$ cat src/rtl/key_pkg.sv
// Shared types and 50 MHz default timing for the push-button conditioner.
package key_pkg;

    typedef enum logic [2:0] {
        IDLE      = 3'd0,
        DEB_PRESS = 3'd1,
        HOLD      = 3'd2,
        REPEAT    = 3'd3,
        DEB_REL   = 3'd4
    } key_state_e;

    localparam int DEF_DEBOUNCE_CYC = 1_000_000;
    localparam int DEF_HOLD_CYC     = 25_000_000;
    localparam int DEF_REPEAT_CYC   = 5_000_000;
    localparam int DEF_CNT_W        = 25;

endpackage

$ cat src/rtl/key_channel.sv
// One push-button channel: 2-flop synchroniser, press/release debounce FSM and
// press pulse; auto-repeat is built only when KEY_AUTOREPEAT_EN is defined.
module key_channel
    import key_pkg::*;
#(
    parameter int DEBOUNCE_CYC = DEF_DEBOUNCE_CYC,
    parameter int HOLD_CYC     = DEF_HOLD_CYC,
    parameter int REPEAT_CYC   = DEF_REPEAT_CYC,
    parameter int CNT_W        = DEF_CNT_W
) (
    input  logic clk,
    input  logic rst,
    input  logic key_n_i,
    output logic pulse_o,
    output logic held_o
);

    localparam logic [CNT_W-1:0] CNT_ONE  = CNT_W'(1);
    localparam logic [CNT_W-1:0] DEB_LAST = CNT_W'(DEBOUNCE_CYC - 1);
`ifdef KEY_AUTOREPEAT_EN
    localparam logic [CNT_W-1:0] HOLD_LAST = CNT_W'(HOLD_CYC - 1);
    localparam logic [CNT_W-1:0] REP_LAST  = CNT_W'(REPEAT_CYC - 1);
`endif

    logic [1:0]       sync_q, sync_d;
    key_state_e       state_q, state_d;
    logic [CNT_W-1:0] cnt_q, cnt_d;
    logic             pulse_q, pulse_d;
    logic             held_q, held_d;
    logic             s;

    // Second synchroniser stage, inverted so that 1 means pressed.
    assign s = ~sync_q[1];

    always_comb begin
        sync_d  = {sync_q[0], key_n_i};
        state_d = state_q;
        cnt_d   = cnt_q + CNT_ONE;
        pulse_d = 1'b0;
        case (state_q)
            IDLE: begin
                cnt_d = '0;
                if (s) state_d = DEB_PRESS;
            end
            DEB_PRESS: begin
                if (!s) begin
                    state_d = IDLE;
                    cnt_d   = '0;
                end else if (cnt_q == DEB_LAST) begin
                    state_d = HOLD;
                    pulse_d = 1'b1;
                    cnt_d   = '0;
                end
            end
`ifdef KEY_AUTOREPEAT_EN
            HOLD: begin
                if (!s) begin
                    state_d = DEB_REL;
                    cnt_d   = '0;
                end else if (cnt_q == HOLD_LAST) begin
                    state_d = REPEAT;
                    pulse_d = 1'b1;
                    cnt_d   = '0;
                end
            end
            REPEAT: begin
                if (!s) begin
                    state_d = DEB_REL;
                    cnt_d   = '0;
                end else if (cnt_q == REP_LAST) begin
                    pulse_d = 1'b1;
                    cnt_d   = '0;
                end
            end
`else
            HOLD: begin
                cnt_d = '0;
                if (!s) state_d = DEB_REL;
            end
`endif
            DEB_REL: begin
                // A bounce back to pressed re-enters HOLD and restarts the repeat timing.
                if (s) begin
                    state_d = HOLD;
                    cnt_d   = '0;
                end else if (cnt_q == DEB_LAST) begin
                    state_d = IDLE;
                    cnt_d   = '0;
                end
            end
            default: begin
                state_d = IDLE;
                cnt_d   = '0;
            end
        endcase
        held_d = (state_d == HOLD) || (state_d == REPEAT) || (state_d == DEB_REL);
    end

    always_ff @(posedge clk or posedge rst) begin
        if (rst) begin
            sync_q  <= 2'b11;
            state_q <= IDLE;
            cnt_q   <= '0;
            pulse_q <= 1'b0;
            held_q  <= 1'b0;
        end else begin
            sync_q  <= sync_d;
            state_q <= state_d;
            cnt_q   <= cnt_d;
            pulse_q <= pulse_d;
            held_q  <= held_d;
        end
    end

    assign pulse_o = pulse_q;
    assign held_o  = held_q;

endmodule

$ cat src/rtl/key_conditioner.sv
// Conditions N_KEYS active-low buttons and blocks pulses while keys overlap.
// Auto-repeat in each channel is enabled by defining KEY_AUTOREPEAT_EN.
module key_conditioner
    import key_pkg::*;
#(
    parameter int N_KEYS       = 2,
    parameter int DEBOUNCE_CYC = DEF_DEBOUNCE_CYC,
    parameter int HOLD_CYC     = DEF_HOLD_CYC,
    parameter int REPEAT_CYC   = DEF_REPEAT_CYC,
    parameter int CNT_W        = DEF_CNT_W
) (
    input  logic              clk,
    input  logic              rst,
    input  logic [N_KEYS-1:0] key_n_i,
    output logic [N_KEYS-1:0] pulse_o,
    output logic [N_KEYS-1:0] held_o,
    output logic              lockout_o
);

    logic [N_KEYS-1:0] ch_pulse;
    logic [N_KEYS-1:0] ch_held;
    logic [N_KEYS-1:0] others_held;

    logic [N_KEYS-1:0] pulse_q, pulse_d;
    logic [N_KEYS-1:0] held_q, held_d;
    logic              lockout_q, lockout_d;

    genvar gi;
    generate
        for (gi = 0; gi < N_KEYS; gi++) begin : g_ch
            localparam logic [N_KEYS-1:0] SELF = N_KEYS'(1) << gi;

            key_channel #(
                .DEBOUNCE_CYC (DEBOUNCE_CYC),
                .HOLD_CYC     (HOLD_CYC),
                .REPEAT_CYC   (REPEAT_CYC),
                .CNT_W        (CNT_W)
            ) u_ch (
                .clk     (clk),
                .rst     (rst),
                .key_n_i (key_n_i[gi]),
                .pulse_o (ch_pulse[gi]),
                .held_o  (ch_held[gi])
            );

            assign others_held[gi] = |(ch_held & ~SELF);
        end
    endgenerate

    // Pulses that coincide with another held key are dropped outright.
    always_comb begin
        pulse_d   = ch_pulse & ~others_held;
        held_d    = ch_held;
        lockout_d = ($countones(ch_held) > 1);
    end

    always_ff @(posedge clk or posedge rst) begin
        if (rst) begin
            pulse_q   <= '0;
            held_q    <= '0;
            lockout_q <= 1'b0;
        end else begin
            pulse_q   <= pulse_d;
            held_q    <= held_d;
            lockout_q <= lockout_d;
        end
    end

    assign pulse_o   = pulse_q;
    assign held_o    = held_q;
    assign lockout_o = lockout_q;

endmodule

$ cat config.mk
export PLATFORM = sky130hd
export DESIGN_NAME = key_conditioner
export DESIGN_NICKNAME = d
export VERILOG_FILES = /design/src/rtl/key_pkg.sv /design/src/rtl/key_channel.sv /design/src/rtl/key_conditioner.sv
export SDC_FILE = /design/constraint.sdc
export NUM_CORES = 1
export LEC_CHECK = 0
export CORE_ASPECT_RATIO = 0.5
export CORE_MARGIN = 2
export CORE_UTILIZATION = 65
export DETAILED_ROUTE_END_ITERATION = 12
export DONT_BUFFER_PORTS = 1
export MAX_ROUTING_LAYER = met4
export PLACE_DENSITY = 0.82
export SETUP_SLACK_MARGIN = 0.3
export SYNTH_ARGS = -nofsm -noshare
export SYNTH_HDL_FRONTEND = slang
export SYNTH_SLANG_ARGS = --single-unit
export TNS_END_PERCENT = 50
$ cat constraint.sdc
create_clock -name clk -period 3.2 [get_ports clk]
set_input_delay 0.16 -clock clk [delete_from_list [all_inputs] [get_ports clk]]
set_output_delay 0.16 -clock clk [all_outputs]
set_load 0.05 [all_outputs]
==> flow_metrics.py <==
metrics = {
    "setup_path": {
        "cp_slowest_stage_delay_ps": 750,
        "crit_arrival_ps": 2690,
        "reg2reg_from": "g_ch[1].u_ch.cnt_q[6]",
        "crit_slowest_cell": "or4_1",
        "worstSetupStartpoint": "g_ch[1].u_ch.cnt_q[6]",
        "end_kind": "flip-flop",
        "crit_chain": "and4_1 -> nand4_1 -> or4_1 -> a21oi_1",
        "timing.rr.end": "g_ch[1].u_ch.cnt_q[15]",
        "crit_buf_inv": 0,
        "rr_worst_depth": 4,
        "reg2reg_slack_ps": 780,
        "critPathRequiredTime_ps": 3480,
        "crit_path_start_kind": "flip-flop",
        "cp_top_family": "simple AND/OR/NAND/NOR gates",
        "crit_type": "reg -> reg",
        "cp_max_fo": 24,
    },
    "placed_design": {
        "dp_hpwl_mm": 4.39,
        "port_buffers": 0,
        "gp_congestion": 0.825,
        "dp_cells": 407,
        "pre_cts_slack_ps": 849,
    },
    "finish": {
        "drive_gt1_frac": 0.0871,
        "fillers": 342,
        "final_cells": 426,
        "fin_nets": 357,
        "antenna_cells": 0,
        "syn2layout_area_growth_pct": 9.85,
    },
    "logic_synthesis": {
        "async_flop_share": 1.00,
        "ys_warn_count": 0,
        "syn_avg_cell_area_sq_um": 9.85,
        "syn_inst": 347,
        "synth-edff-count": 0,
        "syn_nets": 353,
        "synth_top_area_frac": 0.476,
        "synth_area_sq_um": 3420,
        "ys_top_cells_by_area": "dfrtp_1 48%, or4_1 4.8%, o31ai_1 4.2%",
        "synth_most_common_cell": "dfrtp_1",
        "synth_common_cells": "65 x dfrtp_1, 32 x nor2_1, 28 x a21oi_1",
        "ys_types": 40,
        "synthFlopType": "dfrtp_1",
        "yosysTopAreaCell": "dfrtp_1",
        "ys_seq_area_frac": 0.507,
        "ys_seq_elements": 69,
    },
    "routing": {
        "drtPass1Iterations": 4,
        "wl_per_cell_microns": 16.5,
        "ant_nets": 0,
        "drc_errors": 0,
        "vias_per_cell": 6.37,
        "wl_mm": 7.01,
        "drtIter0Drc": 171,
        "via_count": 2714,
    },
    "clock_network": {
        "cts_root_buffer": "clkbuf_8",
        "clk_latency_ps": 350,
        "cts_made_buffers": 9,
        "cts_tree": "done",
        "cts.sinks": 69,
        "cts_buffer_depth": 2,
        "cts_resized": 0,
        "htreeDepth": 3,
        "postCtsSetupBuffers": 0,
        "path_clk_slew_ps": 80,
    },
    "floorplanning": {
        "fp.dieW_microns": 107,
        "start_util": 0.684,
        "boundaryPins": 9,
        "die_h_microns": 55.3,
        "core_area_sq_um": 5000,
        "dieArea_sq_um": 5890,
        "num_rows": 18,
    },
    "power": {
        "powerDensity_nw_per_um2": 482,
        "p_int_w": 0.00143,
        "p_total_w": 0.00181,
        "clkPwrFrac": 0.485,
        "ir_drop_uv": 332,
        "combPwrFrac": 0.024,
        "cellLeakagePower_nw": 1.48,
        "p_seq_frac": 0.491,
        "switchingPower_w": 0.000375,
        "p_sw_frac": 0.207,
    },
    "flow_run": {
        "max_cap_viol_count": 0,
    },
    "sta": {
        "rsz0062_at_grt": "no",
        "fin_worst_skew_ps": 11.9,
        "hold_violations": 0,
        "post-route-min-period_ps": 2420,
        "drv_slew": 0,
        "worst_slew_pin_slew_ps": 814,
        "fin_setup_tns_ps": 0,
        "timing.final.ws_setup_ps": 783,
        "slew_headroom": 0.455,
        "fin_crit_sh": 0.755,
        "setup_viol": 0,
        "fmax_mhz": 414,
    },
    "global_route": {
        "grt_max_degree": 38,
        "grt_pass1_wl_mm": 12.3,
        "antenna_found_initial": 0,
        "grt_pass1_vias": 2666,
        "grt_util_all_layers": 0.273,
        "grt-ovfl-total": 0,
    },
    "hold_path": {
        "holdPathEnd": "g_ch[1].u_ch.sync_q[0]",
        "min_path_type": "in -> reg",
        "min-delay-start": "key_n_i[1]",
        "min_path_cells": 1,
    },
    "outcome": {
        "status": "finished, final reports clean",
    },
}
power by group through the flow:
stage | clock [W] | sequential (W) | combinational, W
6_report | 0.000877 | 0.000888 | 0.0000442
3_3_place_gp | 0 | 0.000903 | 0.0000410
2_1_floorplan | 0 | 0.000902 | 0.0000309
4_1_cts | 0.000893 | 0.000887 | 0.0000459
3_5_place_dp | 0 | 0.000904 | 0.0000427
5_1_grt | 0.000935 | 0.000888 | 0.0000513
timing repair:
action / 4_1_cts / 5_1_grt
hold buffers: 3 / 0
endpoints found under the hold margin: 32 / 0
setup endpoints to repair: 0 / 0
cell families (layout without fill, tap and decap cells):
| family | after synthesis | after routing | share of synthesized area |
|---|---|---|---|
| AND/OR/NAND/NOR | 165 | 165 | 0.284 |
| flip-flops | 69 | 69 | 0.507 |
| AO/OA/AOI/OAI | 66 | 66 | 0.120 |
| buffers and inverters | 24 | 33 | 0.0286 |
| XOR/XNOR | 21 | 21 | 0.0538 |
| adder cells (fa/ha/maj) | 2 | 2 | 0.00732 |
layer usage:
layer  part of all wire  GRT usage  vias up
met2               0.50      0.451       79
met1               0.44      0.334     1323
met3              0.046     0.0779        8
met4              0.012     0.0779        0
li1                   -          -     1304
met5                  0          -        -
worst register-to-register path: cells and delay by family, from the launching register on:
family | cells | cell delay (ps)
and+or+nand+nor | 3 | 1710
DFF | 1 | 450
AOI/OAI and AO/OA | 1 | 180
stage by stage:
step | hold slack, ps | util | instance area [sq um]
floorplan | 164 | - | 3420
global route | 332 | 0.751 | 3750
CTS | 346 | 0.751 | 3750
finish | 348 | 0.751 | 3750
detailed placement | 165 | 0.695 | 3480
global placement | 165 | 0.695 | 3480
how the worst max path moves through the flow:
stage                                  end  slack (ps)  depth (start not counted)
floorplan           g_ch[0].u_ch.cnt_q[16]        1140                          7
global placement    g_ch[1].u_ch.cnt_q[24]        1000                          4
detailed placement  g_ch[1].u_ch.cnt_q[24]         850                          4
CTS                 g_ch[1].u_ch.cnt_q[15]         800                          4
global route        g_ch[1].u_ch.cnt_q[24]         610                          4
finish              g_ch[1].u_ch.cnt_q[15]         780                          4
layout make-up:
type	count	area (sq um)	share of cell area
clock buffers	11	141	0.0377
clock inverters	5	108	0.0287
inverters	10	37.5	0.0100
multi-input cells	254	1590	0.423
flip-flops and latches	69	1730	0.461
well taps	70	87.6	0.0233
repair buffers	7	60.1	0.0160
flip-flops by register name, summed over array words and instances, names as in the netlist:
signal             cells
held_o                 2
g_ch.u_ch.pulse_o      2
g_ch.u_ch.state_q      6
g_ch.u_ch.held_o       2
g_ch.u_ch.cnt_q       50
pulse_o                2
lockout_o              1
g_ch.u_ch.sync_q       4
cells in the final DEF, fill, tap and decap left out, types with 4 or more instances in the layout:
| master | n |
|---|---|
| nor4_1 | 7 |
| dfrtp_1 | 65 |
| nor3_1 | 4 |
| buf_4 | 4 |
| nor2b_1 | 7 |
| nor2_1 | 32 |
| o21ai_0 | 9 |
| nand3_1 | 18 |
| nand4_1 | 16 |
| or3_1 | 9 |
| nand2_1 | 19 |
| a21oi_1 | 28 |
| nor4b_1 | 7 |
| and4_1 | 5 |
| and3_1 | 5 |
| dfstp_2 | 4 |
| xnor2_1 | 7 |
| inv_1 | 9 |
| xor2_1 | 14 |
| clkbuf_8 | 10 |
| or4_1 | 22 |
| o31ai_1 | 19 |
Power figures use the tool's default switching activity.
